==> config.mk <==
export PLATFORM = sky130hd
export DESIGN_NAME = reaction_ctrl
export DESIGN_NICKNAME = d
export VERILOG_FILES = /design/src/rtl/reaction_pkg.sv /design/src/rtl/lfsr8.sv /design/src/rtl/reaction_ctrl.sv
export SDC_FILE = /design/constraint.sdc
export NUM_CORES = 1
export LEC_CHECK = 0
export BUFFER_PORTS_ARGS = -buffer_cell sky130_fd_sc_hd__buf_2
export CORE_MARGIN = 2
export CORE_UTILIZATION = 25
export DETAILED_ROUTE_END_ITERATION = 10
export MAX_ROUTING_LAYER = met4
export PLACE_DENSITY = 0.48
export SLEW_MARGIN = 25
export SYNTH_ARGS = -nofsm -noshare
export SYNTH_HDL_FRONTEND = slang
export SYNTH_SLANG_ARGS = --single-unit
==> constraint.sdc <==
create_clock -name clk -period 2.7 [get_ports clk]
set_input_delay 0.135 -clock clk [delete_from_list [all_inputs] [get_ports clk]]
set_output_delay 0.135 -clock clk [all_outputs]
set_load 0.02 [all_outputs]
==> src/rtl/reaction_pkg.sv <==
// Shared types and constants for the reaction-time game sequencer.
// Holds the FSM encoding, LFSR constants and the best-time reset value.
package reaction_pkg;

    typedef enum logic [2:0] {
        StIdle,
        StArm,
        StWaitLed,
        StMeasure,
        StDone
    } state_e;

    localparam logic [7:0]  LFSR_SEED = 8'h01;
    // Taps 8,6,5,4 expressed as bit positions 7,5,4,3.
    localparam logic [7:0]  LFSR_TAPS = 8'hB8;
    localparam logic [15:0] BEST_INIT = 16'hFFFF;

    function automatic logic [7:0] lfsr_next(input logic [7:0] cur);
        logic fb;
        fb = ^(cur & LFSR_TAPS);
        return {cur[6:0], fb};
    endfunction

endpackage

==> src/rtl/lfsr8.sv <==
// Free-running 8-bit Fibonacci LFSR; a maximal-length sequence, so it never reads zero.
module lfsr8
    import reaction_pkg::*;
(
    input  logic       clk,
    input  logic       rst_n,
    output logic [7:0] out
);

    always_ff @(posedge clk or negedge rst_n) begin
        if (!rst_n) begin
            out <= LFSR_SEED;
        end else begin
            out <= lfsr_next(out);
        end
    end

endmodule

==> src/rtl/reaction_ctrl.sv <==
// Reaction-game sequencer: arms the LED delay, times the player's press, tracks the best time.
// Flags false starts and timeouts; all outputs come straight from registers.
module reaction_ctrl
    import reaction_pkg::*;
#(
    parameter int unsigned TICK_DIV  = 50000,
    parameter logic [7:0]  MIN_DELAY = 8'd32,
    parameter logic [15:0] TIMEOUT   = 16'd2000
) (
    input  logic        clk,
    input  logic        rst_n,
    input  logic        start,
    input  logic        react,
    input  logic        led_on,
    output logic        lighter_en,
    output logic [7:0]  delay_num,
    output logic [15:0] rt,
    output logic [15:0] best,
    output logic        result_valid,
    output logic        false_start,
    output logic        timed_out,
    output logic        busy
);

    localparam int unsigned PW = (TICK_DIV > 1) ? $clog2(TICK_DIV) : 1;
    localparam logic [PW-1:0] PRE_LAST = PW'(TICK_DIV - 1);

    state_e        state;
    logic          start_q;
    logic          react_q;
    logic [PW-1:0] pre_q;
    logic [15:0]   tick_q;
    logic [7:0]    lfsr_val;
    logic          start_edge;
    logic          react_edge;
    logic [7:0]    delay_pick;

    lfsr8 u_lfsr (
        .clk   (clk),
        .rst_n (rst_n),
        .out   (lfsr_val)
    );

    assign start_edge = start & ~start_q;
    assign react_edge = react & ~react_q;
    assign delay_pick = (lfsr_val < MIN_DELAY) ? MIN_DELAY : lfsr_val;

    always_ff @(posedge clk or negedge rst_n) begin
        if (!rst_n) begin
            state        <= StIdle;
            start_q      <= 1'b0;
            react_q      <= 1'b0;
            pre_q        <= '0;
            tick_q       <= '0;
            lighter_en   <= 1'b0;
            delay_num    <= 8'h00;
            rt           <= 16'h0000;
            best         <= BEST_INIT;
            result_valid <= 1'b0;
            false_start  <= 1'b0;
            timed_out    <= 1'b0;
            busy         <= 1'b0;
        end else begin
            start_q      <= start;
            react_q      <= react;
            result_valid <= 1'b0;

            unique case (state)
                StIdle: begin
                    if (start_edge) begin
                        delay_num   <= delay_pick;
                        false_start <= 1'b0;
                        timed_out   <= 1'b0;
                        busy        <= 1'b1;
                        state       <= StArm;
                    end
                end

                StArm: begin
                    lighter_en <= 1'b1;
                    state      <= StWaitLed;
                end

                StWaitLed: begin
                    if (react_edge && !led_on) begin
                        false_start  <= 1'b1;
                        result_valid <= 1'b1;
                        rt           <= 16'h0000;
                        lighter_en   <= 1'b0;
                        busy         <= 1'b0;
                        state        <= StIdle;
                    end else if (led_on) begin
                        pre_q  <= '0;
                        tick_q <= '0;
                        if (react_edge) begin
                            // Press coincident with the LED: a valid zero-tick result.
                            rt         <= 16'h0000;
                            lighter_en <= 1'b0;
                            busy       <= 1'b0;
                            state      <= StDone;
                        end else begin
                            state <= StMeasure;
                        end
                    end
                end

                StMeasure: begin
                    if (tick_q == TIMEOUT) begin
                        timed_out    <= 1'b1;
                        rt           <= TIMEOUT;
                        result_valid <= 1'b1;
                        lighter_en   <= 1'b0;
                        busy         <= 1'b0;
                        state        <= StIdle;
                    end else if (react_edge) begin
                        rt         <= tick_q;
                        lighter_en <= 1'b0;
                        busy       <= 1'b0;
                        state      <= StDone;
                    end else if (pre_q == PRE_LAST) begin
                        pre_q  <= '0;
                        tick_q <= tick_q + 16'd1;
                    end else begin
                        pre_q <= pre_q + 1'b1;
                    end
                end

                StDone: begin
                    result_valid <= 1'b1;
                    if (rt < best) begin
                        best <= rt;
                    end
                    state <= StIdle;
                end

                default: begin
                    state <= StIdle;
                end
            endcase
        end
    end

endmodule

==> out/results.md, run 1 <==
* finished, final reports clean — status
* 696 mW/mm2 — P per Cell Area
* 0.00544 mm2 — final std cell area, no fill
* 25.3% — initial core utilization
* 19.5% — simple logic cell fraction of the synthesized area
* 49 — Rows
* 707 — Placed Cells
* 138 um — die height
* 0.585% — xor/xnor cell area share of the yosys netlist
* 12.4% — global router's overall resource usage
* simple AND/OR/NAND/NOR gates — dominant combinational cell family by area after synthesis
* 0 — initial antenna violation count
* 14.3% — synthesized-area fraction occupied by ao, oa, aoi and oai cells
* 3537 — overall via count from detail_route
* 50 — number of top-level pins
* 515 — number of nets in the finished design
* 56 — count of cell types in the netlist
* reg2reg — critical path type
* 2.53 nW — Pleak
* 2.97 ns — data required time at the worst endpoint
* 40.3% — slew margin rel.
* 54 — maximum number of pins on one net before global-route repair
* 0.00507 mm2 — area after detailed placement
* 0 — Setup Fix Bufs, Post-CTS
* 49 — IO Port Bufs
* best[14]$_DFFE_PN1P_ — beginning of the critical path
* 0.889 ns — slew at the pin with the worst max-slew slack
* 100% — share of synthesized flip-flops with an asynchronous set or reset
* 0.0178 mm2 — area of the core region
* built — CTS tree
* 138 um — die extent in x
* 322 uV — worst supply voltage drop on vdd
* 8 — maximum fanout count along the critical path
* 0 — drt drc
* 95.1% — portion of the clock cycle consumed by the worst path in the final layout
* 0.07 ns — Clock Pin Slew Worst Setup and Hold Paths
* 0.13 ns — slack of the worst reg-to-reg path
* 4 — number of iterations in the first detailed-routing pass
* 2.84 ns — Critical Path AT
* 389 MHz — upper clock frequency limit
* 9 — number of buffers created by CTS
* 0.132 ns — final worst slack
* 0.0108 ns — Max Clock Skew
* 0.00449 mm2 — Cell Area, Synth
* 0 — Yosys warning total
* 435 — number of cells produced by synthesis
* 11000 um — sum of routed wire length over all layers
* 0.185 ns — worst hold slack after final layout
* 0.35 ns — clk_lat worst skew
* 90 — CTS Sinks
* 2.57 ns — final critical delay including setup and external delays
* 7820 um — half-perimeter wire length after detailed placement
* 90 — register bit total from synthesis
* in2reg — Worst Hold Class
* 0 — number of max-capacitance violations reported
* 10.3 um2 — per-instance average area after synthesis
* led_on — hold_sp
* 0.772 — global placement routability congestion
* register — startpoint types
* register — Critical Path End Type
* 4.87 — via density per instance
* 3 — total number of H-tree levels
* 0 — number of enable-type register cells in the synthesized netlist
* 3638 — vias in the first global route
* 15.1 um — wire length per cell
* 2 — maximum buffer depth of the clock tree
* 21.1% — area added between synthesis and finish
* 0.0191 mm2 — die area
* 0 — final count of pins violating max slew
* 0 — residual overflow from global routing
* 50.6% — share of the yosys chip area belonging to registers
* 24.1% — layout cells sized above 1
* 0.0275 ns — worst-case setup slack after placement
* sky130_fd_sc_hd__dfrtp_1 41%, sky130_fd_sc_hd__dfstp_2 9.9%, sky130_fd_sc_hd__ha_1 5.0%, sky130_fd_sc_hd__nand2_1 4.1%, sky130_fd_sc_hd__mux2_4 3.3% — largest cells by area after synthesis
* 0 — diode count
* 0 — Final Hold Vio Count
* 0 — post-route ant nets
* sky130_fd_sc_hd__dfrtp_1 — post-synth top area cell
* sky130_fd_sc_hd__dfrtp_1 — most instantiated flip-flop cell in the synthesis netlist
* 5.01% — adder and majority gate portion of the synthesized area
* sky130_fd_sc_hd__clkbuf_16 — root cell of the clock tree
* 0 ns — setup TNS
* 40.7% — area fraction of the dominant cell type after synthesis
* 0 — number of failing setup endpoints in the final timing report
* 18800 um — global-route wire length before repair
* 726 — final cell count without fillers
* 5.51% — mux share of post-synthesis cell area
* no — setup repair after global routing missed its margin
* best[14]$_DFFE_PN1P_ — Crit Reg-Reg Startpoint
* 119 — DRC violation total after the first TritonRoute iteration
* 458 — nets in the synthesized netlist
==> cells by family (layout without fill, tap and decap cells) <==
logic type | Yosys count | after routing
buffers and inverters | 44 | 106
AOI/OAI and AO/OA | 97 | 97
and+or+nand+nor | 164 | 164
adders and majority gates | 18 | 18
muxes | 19 | 19
xor gates and xnor gates | 3 | 3
DFF | 90 | 90
==> registers in the layout, indices dropped and copies added (netlist names), 3 cells and up <==
name	count
rt	16
pre_q	16
u_lfsr.out	8
delay_num	8
state	3
best	16
tick_q	16
==> per-layer routing <==
metal	GRT usage, %	wire, um
met5	-	0
met4	4.83	194
met3	2.53	349
met2	19.8	5390
met1	15.6	5020
==> critical path, stage by stage (launching register included) <==
cell,delay (ns)
sky130_fd_sc_hd__dfstp_2,0.54
sky130_fd_sc_hd__inv_1,0.07
sky130_fd_sc_hd__ha_4,0.29
sky130_fd_sc_hd__nand4_4,0.11
sky130_fd_sc_hd__or4_1,0.54
sky130_fd_sc_hd__a221o_1,0.30
sky130_fd_sc_hd__o211ai_2,0.12
sky130_fd_sc_hd__buf_6,0.19
sky130_fd_sc_hd__mux2_2,0.34
==> layout make-up <==
class	instances	area (um2)
fillers	1857	12300
multi-input cells	301	2070
well taps	229	287
flip-flops and latches	90	2270
clock buffers	9	225
inverters	25	93.8
clock inverters	7	65.1
repair buffers	65	429
==> timing repair <==
item,in CTS,in global routing
hold buffers,3,0
resized for setup,0,5
endpoints found under the setup margin,0,8
hold endpoints to repair,53,0
==> path summary, 6_finish.rpt <==
path                            depth (start not counted)                      end
worst min register to register                          0  u_lfsr.out[3]$_DFF_PN0_
min in group asynchronous                               2     pre_q[9]$_DFFE_PN0P_
worst max register to register                          8      best[3]$_DFFE_PN1P_
worst min-delay path                                    4   result_valid$_DFF_PN0_
max in group asynchronous                               3      best[7]$_DFFE_PN1P_
worst max-delay path                                    8      best[3]$_DFFE_PN1P_
==> layout by cell type (no fill, tap or decap), types with 3 or more instances in the layout <==
cell type,instances
sky130_fd_sc_hd__inv_1,25
sky130_fd_sc_hd__o31ai_1,10
sky130_fd_sc_hd__nand4_1,13
sky130_fd_sc_hd__nor3_1,10
sky130_fd_sc_hd__mux2_2,6
sky130_fd_sc_hd__buf_12,4
sky130_fd_sc_hd__and4_1,5
sky130_fd_sc_hd__nand2_1,49
sky130_fd_sc_hd__inv_6,3
sky130_fd_sc_hd__a22o_1,12
sky130_fd_sc_hd__nor3b_1,3
sky130_fd_sc_hd__mux2_4,10
sky130_fd_sc_hd__a211oi_1,4
sky130_fd_sc_hd__ha_4,3
sky130_fd_sc_hd__nand3_1,19
sky130_fd_sc_hd__dfrtp_1,73
sky130_fd_sc_hd__buf_4,9
sky130_fd_sc_hd__nor2_1,23
sky130_fd_sc_hd__clkbuf_16,9
sky130_fd_sc_hd__ha_1,15
sky130_fd_sc_hd__a21oi_1,21
sky130_fd_sc_hd__a22oi_1,6
sky130_fd_sc_hd__mux2i_1,3
sky130_fd_sc_hd__dfstp_2,17
sky130_fd_sc_hd__nand2b_1,6
sky130_fd_sc_hd__or4_1,11
sky130_fd_sc_hd__and2_1,6
sky130_fd_sc_hd__dlygate4sd3_1,3
sky130_fd_sc_hd__and3_1,4
sky130_fd_sc_hd__buf_2,48
sky130_fd_sc_hd__o21ai_0,26
==> report_power, final <==
group	switching [W]	internal (W)	total, W	leakage, nW
registers	0.000112	0.00146	0.00157	1.18
clock network	0.000582	0.000649	0.00123	0.141
logic	0.000628	0.000359	0.000986	1.21
total	0.00132	0.00247	0.00379	2.53
==> cells in the mapped netlist, drive strengths merged, types with 4 or more instances <==
master	number
nand4	14
nand2	49
mux2	16
a22oi	6
a211oi	4
nand3	19
o21ai	27
nand2b	6
o31ai	10
nor3	10
dfrtp	73
buf	16
and4	5
ha	18
or4	11
a21oi	21
a22o	12
inv	25
nor2	23
and3	4
and2	6
dfstp	17
==> per-stage QoR <==
stage          utilization [%]  power, W
3_3_place_gp              28.5   0.00257
5_1_grt                   30.6   0.00404
4_1_cts                   30.3   0.00386
3_5_place_dp              28.5   0.00260
6_report                  30.6   0.00379
2_1_floorplan                -   0.00223
(Power assumes the default switching activity.)
==> run 2: changes to the inputs <==
--- a/constraint.sdc
+++ b/constraint.sdc
@@ -3,2 +3,2 @@
 set_output_delay 0.135 -clock clk [all_outputs]
-set_load 0.02 [all_outputs]
+set_load 0.1 [all_outputs]
==> out/results.md, run 2 (synthesized netlist as in run 1, its figures left out) <==
* best[10]$_DFFE_PN1P_ — beginning of the critical path
* sky130_fd_sc_hd__dfrtp_1 — leading cell type in the layout, fill and taps excluded
* 3 — total number of H-tree levels, unchanged
* reg2reg — critical path type
* 12.6% — global router's overall resource usage, +0.13 points
* no — setup repair after global routing missed its margin
* 0 — number of max-capacitance violations reported, unchanged
* 2.97 ns — data required time at the worst endpoint, about the same
* in2reg — Worst Hold Class
* 0 — post-route ant nets, unchanged
* 8 — maximum fanout count along the critical path, unchanged
* 1848 — fill cell total of the finished layout, -0.48%
* 0.00435 W — total power of the final layout, +15%
* best[2]$_DFFE_PN1P_ — Critical path destination
* 0.00233 mm2 — Storage cell area, +2.6%
* 0.00514 mm2 — area after detailed placement, +1.5%
* 0.07 ns — Clock Pin Slew Worst Setup and Hold Paths, about the same
* 0.00556 mm2 — final std cell area, no fill, +2.2%
* 3547 — overall via count from detail_route, +0.28%
* 0 — final count of pins violating max slew, unchanged
* 0.803 — global placement routability congestion, +4.0%
* 11100 um — sum of routed wire length over all layers, +1.1%
* 385 MHz — upper clock frequency limit, -1.2%
* 0.0178 mm2 — area of the core region, unchanged
* 90 — CTS Sinks, unchanged
* 49 — IO Port Bufs, unchanged
* 0 — initial antenna violation count, unchanged
* 3529 — vias in the first global route, -3.0%
* 96.2% — portion of the clock cycle consumed by the worst path in the final layout, +1.1 points
* 49.5% — slew margin rel., +9.3 points
* 459 um — routed wire length on met3, +32%
* 7750 um — half-perimeter wire length after detailed placement, -0.92%
* 19000 um — global-route wire length before repair, +1.1%
* 0 — Final Hold Vio Count, unchanged
* 8 — depth of the worst register-to-register path, unchanged
* 2.56 nW — Pleak, +1.3%
* 2 — maximum buffer depth of the clock tree, unchanged
* 4.85 — via density per instance, -0.40%
* 0.62 ns — longest individual stage delay on the worst path, +0.08 ns
* 0.00435 ns — Max Clock Skew, -0.00650 ns
* 49 — Rows, unchanged
* finished, final reports clean — status
* 9 — number of buffers created by CTS, unchanged
* sky130_fd_sc_hd__clkbuf_16 — root cell of the clock tree
* 0 — drt drc, unchanged
* 2.60 ns — final critical delay including setup and external delays, +0.0299 ns
* 0 — number of failing setup endpoints in the final timing report, unchanged
* register — Critical Path End Type
* 31.3% — share of the core filled with cells in the final layout, +0.68 points
* 0.00207 mm2 — area used by multi-input combinational logic, unchanged
* 0.35 ns — clk_lat worst skew, about the same
* 15.1 um — wire length per cell, +0.40%
* 520 — number of nets in the finished design, +0.97%
* 0.757 ns — slew at the pin with the worst max-slew slack, -0.132 ns
* 0.0191 mm2 — die area, unchanged
* 79 — maximum number of pins on one net before global-route repair, +46%
* 2.87 ns — Critical Path AT, +0.03 ns
* built — CTS tree
* 447 uV — worst supply voltage drop on vdd, +39%
* 23.8% — area added between synthesis and finish
* register — startpoint types
* 4 — number of iterations in the first detailed-routing pass, unchanged
* 25.3% — initial core utilization, unchanged
* inv_2, ha_1, nand4_1, or4_1, a221o_1, o211ai_4, buf_12, mux2_2 — critical path, cell by cell
* 50 — number of top-level pins, unchanged
* 0 — residual overflow from global routing, unchanged
* best[2]$_DFFE_PN1P_ — R2R Path End
* 5200 um — Met1 Routed Length, +3.6%
* best[10]$_DFFE_PN1P_ — Crit Reg-Reg Startpoint
* 782 mW/mm2 — P per Cell Area, +12%
* 5260 um — met2 layer wire length in the routed design, -2.5%
* 138 um — die height, unchanged
* 0 — diode count, unchanged
* 202 — DRC violation total after the first TritonRoute iteration, +70%
* met4 — top metal layer carrying routed signals
* sky130_fd_sc_hd__dfstp_4 — cell type of the slowest stage on the worst timing path
* 28.1% — layout cells sized above 1, +3.9 points
* 138 um — die extent in x, unchanged
* 62 x sky130_fd_sc_hd__dfrtp_1, 49 x sky130_fd_sc_hd__nand2_1, 48 x sky130_fd_sc_hd__buf_2 — most frequent cells in the layout
* 0.10 ns — slack of the worst reg-to-reg path, -0.03 ns
## run 2: changes by cell type in the layout (fill, tap and decap cells not counted), sizes merged
cell | previous run | this run
buf | 62 | 67
bufinv | 0 | 2
clkinv | 1 | 2
clkbuf | 9 | 10
inv | 30 | 26
## run 2: per-stage QoR
step | setup WS [ns] | instances | hold WS, ns | setup TNS (ns)
6_report | 0.103 | 731 | 0.165 | 0
5_1_grt | 0.00177 | 731 | 0.211 | 0
4_1_cts | 0.0617 | 729 | 0.00629 | 0
3_5_place_dp | -0.0411 | 708 | 0.266 | -0.204
3_3_place_gp | 0.0105 | 708 | 0.262 | 0
2_1_floorplan | 0.00462 | 435 | -0.161 | 0
## run 2: cell type report
cell class	count	share of cell area, %
clock buffer	10	4.50
clock inverter	6	1.55
inverter	25	1.69
multi-input combinational	301	37.2
sequential	90	41.9
tap	229	5.15
timing repair buffer	70	8.01
## run 2: how the worst min path moves through the flow
stage | endpoint | slack [ns] | cells after the start | start
final | result_valid$_DFF_PN0_ | 0.16 | 4 | led_on
after global routing | result_valid$_DFF_PN0_ | 0.21 | 4 | led_on
after CTS | tick_q[2]$_DFFE_PN0P_ | 0.006 | 1 | rst_n
after detailed placement | start_q$_DFF_PN0_ | 0.27 | 1 | start
after global placement | start_q$_DFF_PN0_ | 0.26 | 1 | start
after floorplan | busy$_DFFE_PN0P_ | -0.16 | 0 | rst_n
## run 2: power breakdown
part / internal, W / leakage (nW) / total [W] / switching [W]
sequential: 0.00147 / 1.17 / 0.00158 / 0.000104
combinational: 0.000360 / 1.23 / 0.00135 / 0.000989
clock: 0.000867 / 0.164 / 0.00142 / 0.000555
## run 2: routing by layer
layer	vias up	track usage (%)
met5	-	-
met4	0	3.87
met3	9	3.01
met2	76	19.9
met1	1745	16.0
li1	1717	-
## run 2: what timing repair did
| item | 4_1_cts | 5_1_grt |
|---|---|---|
| endpoints found under the setup margin | 9 | 8 |
| hold buffers | 2 | 1 |
| pin swaps | 0 | 1 |
| hold endpoints to repair | 2 | 73 |
| buffers inserted | 3 | 1 |
| resized for setup | 0 | 1 |
## run 2: critical path: cells and delay by family, from the launching register on
| kind | cells | cell delay [ns] |
|---|---|---|
| flip-flops | 1 | 0.62 |
| buffers and inverters | 2 | 0.20 |
| AO/OA/AOI/OAI | 2 | 0.43 |
| multiplexers | 1 | 0.33 |
| adder cells (fa/ha/maj) | 1 | 0.28 |
| AND/OR/NAND/NOR | 2 | 0.66 |
